--- config.mk ---
export PLATFORM = sky130hd
export DESIGN_NAME = idma_burst_req_queue
export DESIGN_NICKNAME = d
export VERILOG_FILES = /design/src/rtl/idma_burst_req_queue.sv
export SDC_FILE = /design/constraint.sdc
export NUM_CORES = 1
export LEC_CHECK = 0
export BUFFER_PORTS_ARGS = -buffer_cell sky130_fd_sc_hd__buf_4
export CORE_MARGIN = 2
export CORE_UTILIZATION = 46
export DETAILED_ROUTE_END_ITERATION = 16
export PLACE_DENSITY = 0.8
export SYNTH_ARGS = -nofsm -noshare
export SYNTH_HDL_FRONTEND = slang
export SYNTH_SLANG_ARGS = --single-unit
--- constraint.sdc ---
create_clock -name clk_i -period 3.1 [get_ports clk_i]
set_clock_uncertainty 0.1 [all_clocks]
set_input_delay 0.155 -clock clk_i [delete_from_list [all_inputs] [get_ports clk_i]]
set_output_delay 0.155 -clock clk_i [all_outputs]
set_load 0.05 [all_outputs]
--- src/rtl/idma_burst_req_queue.sv ---
// idma_burst_req_queue: in-order request buffer between the register frontend
// and the iDMA backend, with in-flight transfer tracking, a registered
// completion pulse per retired transfer, and an idle flag.
module idma_burst_req_queue #(
    parameter type burst_req_t    = logic,
    parameter int  Depth          = 4,
    parameter int  MaxOutstanding = 8,
    localparam int FillW          = $clog2(Depth + 1),
    localparam int OutW           = $clog2(MaxOutstanding + 1),
    localparam int PtrW           = (Depth > 1) ? $clog2(Depth) : 1
) (
    input  logic              clk_i,
    input  logic              rst_i,
    input  burst_req_t        req_i,
    input  logic              req_valid_i,
    output logic              req_ready_o,
    output burst_req_t        req_o,
    output logic              req_valid_o,
    input  logic              req_ready_i,
    input  logic              rsp_valid_i,
    output logic              rsp_ready_o,
    output logic              trans_complete_o,
    output logic              idle_o,
    output logic [FillW-1:0]  fill_o,
    output logic [OutW-1:0]   outstanding_o
);

    localparam logic [FillW-1:0] FillFull = FillW'(Depth);
    localparam logic [OutW-1:0]  OutFull  = OutW'(MaxOutstanding);
    localparam logic [PtrW-1:0]  PtrLast  = PtrW'(Depth - 1);

    burst_req_t       r_mem [Depth];
    logic [PtrW-1:0]  r_wr_ptr;
    logic [PtrW-1:0]  r_rd_ptr;
    logic [FillW-1:0] r_fill;
    logic [OutW-1:0]  r_outstanding;
    logic             r_complete;

    logic w_push;
    logic w_pop;
    logic w_rsp;

    // Ready/valid depend only on registered state, so there is no path from
    // req_ready_i to req_ready_o and no same-cycle fall-through.
    assign req_ready_o      = (r_fill != FillFull);
    assign req_valid_o      = (r_fill != '0) && (r_outstanding != OutFull);
    assign rsp_ready_o      = (r_outstanding != '0);
    assign req_o            = r_mem[r_rd_ptr];
    assign trans_complete_o = r_complete;
    assign idle_o           = (r_fill == '0) && (r_outstanding == '0);
    assign fill_o           = r_fill;
    assign outstanding_o    = r_outstanding;

    assign w_push = req_valid_i && req_ready_o;
    assign w_pop  = req_valid_o && req_ready_i;
    assign w_rsp  = rsp_valid_i && rsp_ready_o;

    // Storage is not reset; only pointers and fill decide what is valid.
    always_ff @(posedge clk_i) begin
        if (w_push) begin
            r_mem[r_wr_ptr] <= req_i;
        end
    end

    // Pointer, occupancy and in-flight bookkeeping.
    always_ff @(posedge clk_i) begin
        if (rst_i) begin
            r_wr_ptr      <= '0;
            r_rd_ptr      <= '0;
            r_fill        <= '0;
            r_outstanding <= '0;
            r_complete    <= 1'b0;
        end else begin
            if (w_push) begin
                r_wr_ptr <= (r_wr_ptr == PtrLast) ? '0 : r_wr_ptr + PtrW'(1);
            end
            if (w_pop) begin
                r_rd_ptr <= (r_rd_ptr == PtrLast) ? '0 : r_rd_ptr + PtrW'(1);
            end
            case ({w_push, w_pop})
                2'b10:   r_fill <= r_fill + FillW'(1);
                2'b01:   r_fill <= r_fill - FillW'(1);
                default: r_fill <= r_fill;
            endcase
            case ({w_pop, w_rsp})
                2'b10:   r_outstanding <= r_outstanding + OutW'(1);
                2'b01:   r_outstanding <= r_outstanding - OutW'(1);
                default: r_outstanding <= r_outstanding;
            endcase
            r_complete <= w_rsp;
        end
    end

    // Simulation-only sanity checks on configuration and handshake gating.
    always_ff @(posedge clk_i) begin
        if (!rst_i) begin
            assert (Depth >= 1 && MaxOutstanding >= 1)
                else $error("idma_burst_req_queue: bad parameters");
            assert (!(w_push && (r_fill == FillFull)))
                else $error("idma_burst_req_queue: push while full");
            assert (!(w_pop && (r_fill == '0)))
                else $error("idma_burst_req_queue: pop while empty");
        end
    end

endmodule

==> out/metrics.csv <==
stage,metric,value,unit
critical_path,Critical path buffers and inverters,0,
yosys,syn avg cell area,10.3,µm²
clock_network,# H-tree levels,1,
grt,Congestion Overflow GR,0,
critical_path,crit path kind,reg -> reg,
floorplan,row count,16,
route,Total Wirelength,1.68,mm
route,drt first pass iters,4,
yosys,Post-Syn Nets,107,
layout,Layout Nets,129,
yosys,ys flop type,dfxtp_1,
grt,largest net degree at the start of global routing,14,
floorplan,die area,2410,µm²
yosys,unique cell type count in the Yosys netlist,31,
yosys,"Seq/Total Area, Yosys",42.8,%
sta,"Hold Violations, Final",0,
critical_path,Worst Setup Start Kind,flop,
clock_network,TritonCTS clock tree,done,
critical_path,max incr delay on CP,400,ps
layout,fill count,181,
route,DRC,0,
layout,Inserted Diodes,0,
sta,Period minus WS final,2590,ps
status,outcome,finished clean,
clock_network,clock latency on the worst-skew pair,290,ps
sta,Pins Over Slew Limit,0,
critical_path,"CP delay by family, top",simple AND/OR/NAND/NOR gates,
yosys,Yosys Warn Count,0,
critical_path,arrival time worst endpoint,2720,ps
route,via density per instance,5.13,
clock_network,clock-pin slew of the registers on the worst-case setup and hold paths,100,ps
route,DR iter-0 viols,11,
route,Routed Antenna Nets,0,
clock_network,CTS root buffer,clkbuf_4,
sta,share of the cycle needed by the critical path after routing,83.5,%
route,post-DR wirelength/cell,12.1,µm
flow_run,MaxCap Viol Count,0,
yosys,Post-synth EDFFs,4,
sta,Slew @ Worst Pin,321,ps
critical_path,CP max-delay cell,dfxtp_1,
layout,area grow syn2layout,21.0,%
sta,RSZ-0062 raised after global routing,no,
yosys,cell count after synthesis,91,
clock_network,Max clock buf depth,2,
critical_path,Worst setup EP type,flop,
grt,vias in the first global route,709,
place,routability cong.,0.744,
hold_path,HP Class,in -> reg,
sta,final setup fails,0,
critical_path,cell chain of the critical path,nor3_2 -> or2b_1 -> and2_1 -> ha_1 -> xor2_1 -> ha_1 -> a21oi_1 -> xor2_1 -> or3_1 -> a21oi_1,
floorplan,Die Y,49.1,µm
grt,global-route wire length before repair,2.97,mm
floorplan,core area,1940,µm²
critical_path,"Max FO, Critical Path",8,
clock_network,total CTS buffers,3,
floorplan,Initial Util,48.1,%
clock_network,CTS resizes,0,
sta,Worst slew margin,78.4,%
yosys,cell with the most instances after synthesis,dfxtp_1,
route,vias,713,
sta,post-route setup TNS,0,ps
yosys,Synth area leader,dfxtp_1,
place,number of I/O port buffers,18,
layout,layout cells sized above 1,23.2,%
yosys,post-synth top area share,30.0,%
critical_path,Worst Path Required,3230,ps
grt,initial antenna violation count,0,
yosys,Synth top cells by count,"14 x dfxtp_1, 9 x ha_1, 8 x nor2_1",
yosys,#FFs+latches synth,18,
yosys,asr flop ratio synth,0,%
yosys,main area contributors after synthesis,"dfxtp_1 30%, edfxtp_1 13%, ha_1 12%",
place,DPL Wire Length,1.32,mm
clock_network,clk sinks,18,
critical_path,"setup slack, reg-to-reg",510,ps
floorplan,Die W,49.1,µm
floorplan,# IOs,19,
yosys,Post-Syn Area,935,µm²
grt,gr usage total,15.9,%
sta,Max Clk Rate,0.387,GHz
## stage by stage
stage	setup WS, ps	area (µm²)	util [%]	std cells	hold slack [ps]
floorplan	52.0	935	-	91	127
global placement	647	1090	56.4	134	259
detailed placement	544	1090	56.4	134	260
CTS	509	1130	58.2	139	20.6
global route	300	1130	58.2	139	17.8
finish	513	1130	58.2	139	22.5
## what timing repair did
item / 4_1_cts / 5_1_grt
hold endpoints to repair: 4 / 0
hold buffers: 1 / 0
buffers inserted: 0 / 0
## metal layers
layer	share of wire (%)	GRT usage (%)	vias to the layer above
li1	-	-	355
met1	42	17.1	335
met2	51	27.9	16
met3	3.6	4.29	7
met4	3.0	8.57	0
met5	0	0	-
## final cells by class
type	count	area (µm²)	share of cell area, %
Clock buffer	3	22.5	1.99
Clock inverter	1	3.75	0.332
Inverter	7	26.3	2.32
Multi-Input combinational cell	64	499	44.1
Sequential cell	18	400	35.4
Tap cell	27	33.8	2.99
Timing Repair Buffer	19	145	12.8
## kinds of logic after synthesis
family	after synthesis	share of synthesized area, %
and+or+nand+nor	31	18.6
DFF	18	42.8
AOI/OAI and AO/OA	13	8.97
adders and majority gates	10	14.2
buffers and inverters	9	3.75
xor gates and xnor gates	5	4.69
muxes	5	6.96
## worst reg2reg max path: cells and delay by family (launching register included)
| family | cells | cell delay [ps] |
|---|---|---|
| flip-flops | 1 | 400 |
| AND/OR/NAND/NOR | 4 | 1050 |
| adder cells (fa/ha/maj) | 2 | 430 |
| AO/OA/AOI/OAI | 2 | 290 |
| XOR/XNOR | 2 | 260 |
## placed cells by master (no fill, tap or decap), drive strengths merged
cell type     n
or3b          1
buf          18
or3           4
o21ai         3
and2          1
clkinv        1
or2b          1
nor3b         1
nor3          2
clkbuf        3
o22ai         1
dfxtp        14
fa            1
mux2          2
nand2b        1
ha            9
nand2         4
inv           7
nor4          1
and3          4
dlygate4sd3   1
mux4          1
a32o          1
nor2          8
edfxtp        4
a211o         1
xor2          5
a21oi         7
nor2b         3
mux2i         2
## worst paths after layout
check | cells after the start | end | startpoint
max | 10 | outstanding_o[2]$_SDFFE_PP0P_ | outstanding_o[1]$_SDFFE_PP0P_
min | 2 | outstanding_o[2]$_SDFFE_PP0P_ | rst_i
max reg2reg | 10 | outstanding_o[2]$_SDFFE_PP0P_ | outstanding_o[1]$_SDFFE_PP0P_
min reg2reg | 2 | r_rd_ptr[0]$_SDFFE_PP0P_ | r_rd_ptr[0]$_SDFFE_PP0P_
Power is left out: the tool's default activity adds up to more than one toggle a clock period on the data nets, which glitch-free logic cannot reach.
